===== src/rtl/noc_pkg.sv =====
// Shared flit layout, FSM state type and LFSR helpers for the NoC traffic endpoint.
package noc_pkg;

  localparam int FLIT_W  = 32;
  localparam int DST_MSB = 31;
  localparam int DST_LSB = 28;
  localparam int SRC_MSB = 27;
  localparam int SRC_LSB = 24;
  localparam int SEQ_MSB = 23;
  localparam int SEQ_LSB = 16;
  localparam int PAY_MSB = 15;
  localparam int PAY_LSB = 0;
  localparam int SRC_CNT = 2 ** (SRC_MSB - SRC_LSB + 1);

  // Taps 16,14,13,11 expressed as bit positions 15,13,12,10.
  localparam logic [15:0] LFSR_TAPS = 16'hB400;

  typedef enum logic [1:0] {
    IDLE = 2'd0,
    WAIT = 2'd1,
    SEND = 2'd2,
    DONE = 2'd3
  } state_e;

  function automatic logic [15:0] lfsr_next(input logic [15:0] s);
    return {s[14:0], ^(s & LFSR_TAPS)};
  endfunction

  function automatic logic [15:0] seq_payload(input logic [7:0] seq);
    return {~seq, seq};
  endfunction

endpackage


===== src/rtl/noc_rx_checker.sv =====
// Ejection side: per-source sequence tracking, flit checks, receive and error counters.
module noc_rx_checker
  import noc_pkg::*;
#(
  parameter int NODE_ID = 0,
  parameter int NODE_W  = 4,
  parameter int CNT_W   = 16
) (
  input  logic              clk,
  input  logic              rst,
  input  logic              rx_fire,
  input  logic [FLIT_W-1:0] rx_flit,
  output logic [CNT_W-1:0]  pkts_recv,
  output logic [CNT_W-1:0]  err_count
);

  localparam logic [DST_MSB-DST_LSB:0] SELF = (DST_MSB - DST_LSB + 1)'(NODE_ID);

  logic [7:0]       exp_seq_q [SRC_CNT];
  logic [7:0]       exp_seq_d [SRC_CNT];
  logic [CNT_W-1:0] pkts_recv_q, pkts_recv_d;
  logic [CNT_W-1:0] err_count_q, err_count_d;
  logic [SRC_MSB-SRC_LSB:0] src_s;
  logic [7:0]       seq_s;
  logic             bad_s;

  // Check the ejected flit and update counters and the per-source expectation.
  always_comb begin
    exp_seq_d   = exp_seq_q;
    pkts_recv_d = pkts_recv_q;
    err_count_d = err_count_q;
    src_s = rx_flit[SRC_MSB:SRC_LSB];
    seq_s = rx_flit[SEQ_MSB:SEQ_LSB];
    bad_s = (rx_flit[DST_MSB:DST_LSB] != SELF) ||
            (rx_flit[PAY_MSB:PAY_LSB] != seq_payload(seq_s)) ||
            (seq_s != exp_seq_q[src_s]);
    if (rx_fire) begin
      pkts_recv_d = (&pkts_recv_q) ? pkts_recv_q : pkts_recv_q + 1'b1;
      if (bad_s) begin
        err_count_d = (&err_count_q) ? err_count_q : err_count_q + 1'b1;
      end else begin
        err_count_d = err_count_q;
      end
      // Always follow the received seq so a single gap costs one error only.
      exp_seq_d[src_s] = seq_s + 8'd1;
    end else begin
      pkts_recv_d = pkts_recv_q;
    end
  end

  // Checker state registers.
  always_ff @(posedge clk) begin
    if (rst) begin
      exp_seq_q   <= '{default: 8'd0};
      pkts_recv_q <= '0;
      err_count_q <= '0;
    end else begin
      exp_seq_q   <= exp_seq_d;
      pkts_recv_q <= pkts_recv_d;
      err_count_q <= err_count_d;
    end
  end

  assign pkts_recv = pkts_recv_q;
  assign err_count = err_count_q;

endmodule


===== src/rtl/noc_traffic_gen.sv =====
// Per-node NoC traffic endpoint: paced single-flit injection to LFSR-chosen
// destinations plus checking of flits ejected at this node.
module noc_traffic_gen
  import noc_pkg::*;
#(
  parameter int          NODE_ID      = 0,
  parameter int          NODE_W       = 4,
  parameter int          INJ_INTERVAL = 100,
  parameter int          MAX_PKTS     = 100,
  parameter logic [15:0] LFSR_SEED    = 16'hACE1,
  parameter int          CNT_W        = 16
) (
  input  logic              ACLK,
  input  logic              ARESET,
  input  logic              enable,
  output logic              tx_valid,
  input  logic              tx_ready,
  output logic [FLIT_W-1:0] tx_flit,
  input  logic              rx_valid,
  output logic              rx_ready,
  input  logic [FLIT_W-1:0] rx_flit,
  output logic [CNT_W-1:0]  pkts_sent,
  output logic [CNT_W-1:0]  pkts_recv,
  output logic [CNT_W-1:0]  err_count,
  output logic              done
);

  localparam int IV_W  = $clog2(INJ_INTERVAL + 1);
  localparam int TOT_W = $clog2(MAX_PKTS + 1);
  localparam logic [IV_W-1:0]   IV_LAST  = IV_W'(INJ_INTERVAL - 1);
  localparam logic [TOT_W-1:0]  TOT_LAST = TOT_W'(MAX_PKTS - 1);
  localparam logic [NODE_W-1:0] SELF     = NODE_W'(NODE_ID);
  localparam logic [NODE_W-1:0] NEXT     = NODE_W'(NODE_ID + 1);

  state_e            state_q, state_d;
  logic [IV_W-1:0]   ivl_q, ivl_d;
  logic [7:0]        seq_q, seq_d;
  logic [15:0]       lfsr_q, lfsr_d;
  logic [TOT_W-1:0]  tot_q, tot_d;
  logic              tx_valid_q, tx_valid_d;
  logic [FLIT_W-1:0] tx_flit_q, tx_flit_d;
  logic [CNT_W-1:0]  pkts_sent_q, pkts_sent_d;
  logic              done_q, done_d;
  logic [NODE_W-1:0] dst_s;
  logic [FLIT_W-1:0] flit_s;

  // Injection FSM: pacing, flit build and handshake bookkeeping.
  always_comb begin
    state_d     = state_q;
    ivl_d       = ivl_q;
    seq_d       = seq_q;
    lfsr_d      = lfsr_q;
    tot_d       = tot_q;
    tx_valid_d  = tx_valid_q;
    tx_flit_d   = tx_flit_q;
    pkts_sent_d = pkts_sent_q;
    done_d      = done_q;
    dst_s  = (lfsr_q[NODE_W-1:0] == SELF) ? NEXT : lfsr_q[NODE_W-1:0];
    flit_s = {4'(dst_s), 4'(SELF), seq_q, seq_payload(seq_q)};
    case (state_q)
      IDLE: begin
        if (enable) begin
          state_d = WAIT;
          ivl_d   = '0;
        end else begin
          state_d = IDLE;
        end
      end
      WAIT: begin
        if (!enable) begin
          ivl_d = ivl_q;
        end else if (ivl_q == IV_LAST) begin
          tx_valid_d = 1'b1;
          tx_flit_d  = flit_s;
          state_d    = SEND;
        end else begin
          ivl_d = ivl_q + 1'b1;
        end
      end
      SEND: begin
        if (tx_valid_q && tx_ready) begin
          tx_valid_d  = 1'b0;
          pkts_sent_d = (&pkts_sent_q) ? pkts_sent_q : pkts_sent_q + 1'b1;
          seq_d       = seq_q + 8'd1;
          lfsr_d      = lfsr_next(lfsr_q);
          ivl_d       = '0;
          tot_d       = tot_q + 1'b1;
          // Completion uses an unsaturated count so small CNT_W cannot stall done.
          if (tot_q == TOT_LAST) begin
            state_d = DONE;
            done_d  = 1'b1;
          end else begin
            state_d = WAIT;
          end
        end else begin
          state_d = SEND;
        end
      end
      DONE: begin
        tx_valid_d = 1'b0;
        done_d     = 1'b1;
      end
      default: begin
        state_d    = IDLE;
        tx_valid_d = 1'b0;
      end
    endcase
  end

  // Injection state and registered outputs.
  always_ff @(posedge ACLK) begin
    if (ARESET) begin
      state_q     <= IDLE;
      ivl_q       <= '0;
      seq_q       <= 8'd0;
      lfsr_q      <= LFSR_SEED;
      tot_q       <= '0;
      tx_valid_q  <= 1'b0;
      tx_flit_q   <= '0;
      pkts_sent_q <= '0;
      done_q      <= 1'b0;
    end else begin
      state_q     <= state_d;
      ivl_q       <= ivl_d;
      seq_q       <= seq_d;
      lfsr_q      <= lfsr_d;
      tot_q       <= tot_d;
      tx_valid_q  <= tx_valid_d;
      tx_flit_q   <= tx_flit_d;
      pkts_sent_q <= pkts_sent_d;
      done_q      <= done_d;
    end
  end

  // The rx side never backpressures; it is closed only while reset is applied.
  assign rx_ready  = ~ARESET;
  assign tx_valid  = tx_valid_q;
  assign tx_flit   = tx_flit_q;
  assign pkts_sent = pkts_sent_q;
  assign done      = done_q;

  noc_rx_checker #(
    .NODE_ID(NODE_ID),
    .NODE_W (NODE_W),
    .CNT_W  (CNT_W)
  ) u_rx_checker (
    .clk      (ACLK),
    .rst      (ARESET),
    .rx_fire  (rx_valid && rx_ready),
    .rx_flit  (rx_flit),
    .pkts_recv(pkts_recv),
    .err_count(err_count)
  );

endmodule

===== config.mk =====
export PLATFORM = sky130hd
export DESIGN_NAME = noc_traffic_gen
export DESIGN_NICKNAME = d
export VERILOG_FILES = /design/src/rtl/noc_pkg.sv /design/src/rtl/noc_rx_checker.sv /design/src/rtl/noc_traffic_gen.sv
export SDC_FILE = /design/constraint.sdc
export NUM_CORES = 1
export LEC_CHECK = 0
export BUFFER_PORTS_ARGS = -buffer_cell sky130_fd_sc_hd__buf_2
export CORE_ASPECT_RATIO = 1.25
export CORE_UTILIZATION = 59
export CTS_CLUSTER_SIZE = 16
export DETAILED_ROUTE_END_ITERATION = 8
export HOLD_SLACK_MARGIN = 0.06
export MAX_ROUTING_LAYER = met4
export PLACE_DENSITY = 0.82
export SLEW_MARGIN = 20
export SYNTH_ARGS = -nofsm -noshare
export SYNTH_HDL_FRONTEND = slang
export SYNTH_HIERARCHICAL = 1
export SYNTH_SLANG_ARGS = --single-unit

===== constraint.sdc =====
create_clock -name ACLK -period 3.7 [get_ports ACLK]
set_input_delay 0.555 -clock ACLK [delete_from_list [all_inputs] [get_ports ACLK]]
set_output_delay 0.555 -clock ACLK [all_outputs]
set_load 0.03 [all_outputs]

==> results by group <==
Run status
  • Status: finished, final reports clean

Finish
  • Fillers: 1396
  • Most frequent cells in the layout: dfxtp_1, nor2_1, a211oi_1, buf_2, nand2_1
  • Area delta synth->final: 14.46%
  • Commonest non-fill, non-tap cell in the layout: dfxtp_1
  • Final Util: 69.00%
  • Layout cells sized above 1: 18.15%
  • Post-route insts no fill: 1532
  • Nets@finish: 1334

Clock network
  • Post-CTS sizing: 0
  • CTS tree: yes
  • Max clock buf depth: 3
  • Clk_lat worst skew: 510 ps
  • CTS Hold Bufs: 0
  • Clk slew on worst S/H paths: 60 ps
  • Post-CTS setup buffer count: 0
  • H-Tree Depth: 1
  • Clock root cell: clkbuf_16
  • Clk sink count: 238
  • CTS buffer count: 24

Floorplan
  • I/O pin total: 120
  • Die Y: 154.3 um
  • Die ar.: 19110 um^2
  • Core area: 18170 um^2
  • Initial Util: 60.28%
  • FP Rows: 55
  • Die W: 123.9 um

Drt
  • Via density: 6.052
  • DR pass1 iterations: 5
  • 1st-iter DRT viols: 703
  • Final ANT Viol Nets: 0
  • WL/cell: 16.95 um
  • DRC Markers: 0
  • Post-detailed-routing wire length: 25960 um
  • Vias: 9272

Worst setup path
  • Reg2reg path depth: 8
  • Critical path launch point type: primary input
  • Worst-path fanout max: 21
  • WS Path Type: in -> reg
  • Startpoint of the worst-slack reg-to-reg timing path: u_rx_checker/exp_seq_q[96]$_SDFFE_PP0P_
  • Reg-to-Reg End: u_rx_checker/err_count[15]$_SDFFE_PP0P_
  • Worst EP required: 4140 ps
  • CP Cell Sequence: buf_2, buf_4, mux4_2, mux2i_1, mux2i_1, xnor2_1, and4_4, and2_1, buf_4, or4_1, a21oi_1
  • CP endpoint kind: flip-flop
  • CP peak stage delay: 540 ps
  • Reg2Reg Setup Slack: 880 ps
  • CP max-delay cell: mux4_2
  • CP arrival: 3370 ps

Synthesis
  • Yosys top cell by area: dfxtp_1
  • Synth Flop Type: dfxtp_1
  • Syn Area/Cell: 9.096 um^2
  • Synth area leaders: dfxtp_1, a211oi_1, nor2_1
  • Mapped Cells: 1204
  • Asr flop ratio synth: 0%
  • Sequential-to-total area share from yosys stat: 43.51%
  • Number of flops mapped to enable cells by yosys: 0
  • Synth warn: 6
  • Share of the synthesized area in the top cell type: 43.51%
  • Cell Area, Synth: 10950 um^2
  • Yosys cell types: 78
  • Synthesized flop and latch total: 238

Worst hold path
  • Hold-critical path depth: 2
  • Min-Delay Startpoint: ARESET
  • Hold EP: seq_q[7]$_SDFFE_PP0P_
  • Worst Hold Class: in -> reg

Placement
  • Post-Place Cells: 1486
  • IO buf count: 115
  • Placer Congestion: 0.8889
  • DP HPWL: 17220 um

Global route
  • GRT met2 Usage: 43.94%
  • Antenna violations before repair: 4
  • Largest net degree at the start of global routing: 72
  • GR Util met1: 34.86%
  • First-pass GRT wire length: 41890 um
  • Grt ovf: 0
  • Most used routing layer in global routing: met2
  • Number of global-route vias before repair: 8541
  • GR Util met3: 4.572%
  • GRT Util Overall: 27.69%

Timing
  • Post-route setup TNS: 0 ps
  • Hold WS: 388.6 ps
  • Worst-Margin Slew: 1079 ps
  • Final Setup Violations: 0
  • Final min period: 2930 ps
  • Period Utilization, post-route: 79.18%
  • Final Hold Fails: 0
  • Worst rel slew slack: 27.83%
  • Unrepaired setup endpoints after global routing: no
  • Max-slew violations: 0
  • Fin Clk Skew: 15.63 ps
  • Fmax: 341.3 MHz

Power and ir drop
  • Power Dens Cells: 448.7 nW/um^2
  • Net Switching: 1.249 mW
  • Worst vdd ir: 438.1 uV
  • Pwr Total: 5.625 mW
  • Reg power frac: 46.4%
  • Sw frac: 22.20%
  • Combinational Power Share: 6.5%
  • P_int: 4.376 mW
  • Clock share of power: 47.1%
  • Leakage: 4.687 nW

Job
  • Max cap viols: 0
==> power groups by stage <==
stage	Clock, mW	Sequential (mW)	Combinational [mW]
after floorplan	0	2.67	0.251
after global placement	0	2.66	0.352
after detailed placement	0	2.67	0.358
after CTS	2.67	2.61	0.360
after global routing	2.78	2.61	0.394
final	2.65	2.61	0.365
==> area by class of cell <==
type	count	area, um^2	area share [%]
Inverter	17	63.81	0.5090
Clock buffer	34	739.5	5.899
Multi-Input combinational cell	854	5683	45.33
Timing Repair Buffer	149	849.6	6.777
Sequential cell	238	4765	38.01
Tap cell	228	285.3	2.276
Clock inverter	8	140.1	1.118
Antenna cell	4	10.01	0.07985
==> metrics by stage <==
stage	area (um^2)	setup slack [ps]
final	12540	770.3
after CTS	12530	774.0
after global placement	11640	333.3
after floorplan	10960	870.7
after detailed placement	11650	268.3
after global routing	12540	580.5
==> worst max-delay path by stage <==
stage                     slack [ps]         from                                        to
after global routing             580  rx_flit[24]   u_rx_checker/err_count[13]$_SDFFE_PP0P_
after CTS                        770  rx_flit[24]   u_rx_checker/err_count[13]$_SDFFE_PP0P_
after global placement           330  rx_flit[24]    u_rx_checker/err_count[7]$_SDFFE_PP0P_
after floorplan                  870       ARESET  u_rx_checker/exp_seq_q[124]$_SDFFE_PP0P_
final                            770  rx_flit[24]   u_rx_checker/err_count[13]$_SDFFE_PP0P_
after detailed placement         270  rx_flit[24]   u_rx_checker/err_count[13]$_SDFFE_PP0P_
==> flip-flops by register name (all words and copies together), names as in the netlist <==
name / count
done: 1
ivl_q: 7
lfsr_q: 16
pkts_sent: 16
seq_q: 8
state_q: 2
tot_q: 7
tx_flit: 20
tx_valid: 1
u_rx_checker/err_count: 16
u_rx_checker/exp_seq_q: 128
u_rx_checker/pkts_recv: 16
==> Yosys cell counts (8+ instances only) <==
cell	instances
clkbuf_1	66
a211oi_1	114
mux2i_1	39
and3_1	10
nor4_1	8
or3_1	16
nand2b_1	16
ha_1	13
nor2_1	185
dfxtp_1	238
mux4_2	23
o31ai_1	12
buf_2	8
nor2b_1	9
nand4_1	11
inv_1	17
xor2_1	15
nand3_1	29
or4_1	13
xnor2_1	24
o21ai_0	17
buf_4	13
nor3_1	20
nand2_1	109
a21oi_1	59
==> critical path: cells and delay by family <==
kind | cells | cell delay [ps]
multiplexers | 3 | 870
buffers and inverters | 3 | 820
AND/OR/NAND/NOR | 3 | 820
AO/OA/AOI/OAI | 1 | 160
XOR/XNOR | 1 | 140
==> layer usage <==
metal | wire length, um | share of wire (%) | up-vias
met4 | 856 | 3.3 | 0
li1 | - | - | 4516
met5 | 0 | 0 | -
met2 | 12310 | 47 | 320
met1 | 11070 | 43 | 4365
met3 | 1721 | 6.6 | 71
==> cells by family (layout without fill, tap and decap cells) <==
kind of cell,after synthesis,after routing,synth area share [%]
and+or+nand+nor,462,462,20.02
AOI/OAI and AO/OA,265,265,17.24
DFF,238,238,43.51
buffers and inverters,115,208,4.833
muxes,71,71,9.768
xor gates and xnor gates,39,39,3.119
adders and majority gates,13,13,1.485
other,1,8,0.03424
No activity file was read; power rests on OpenSTA's default activity.
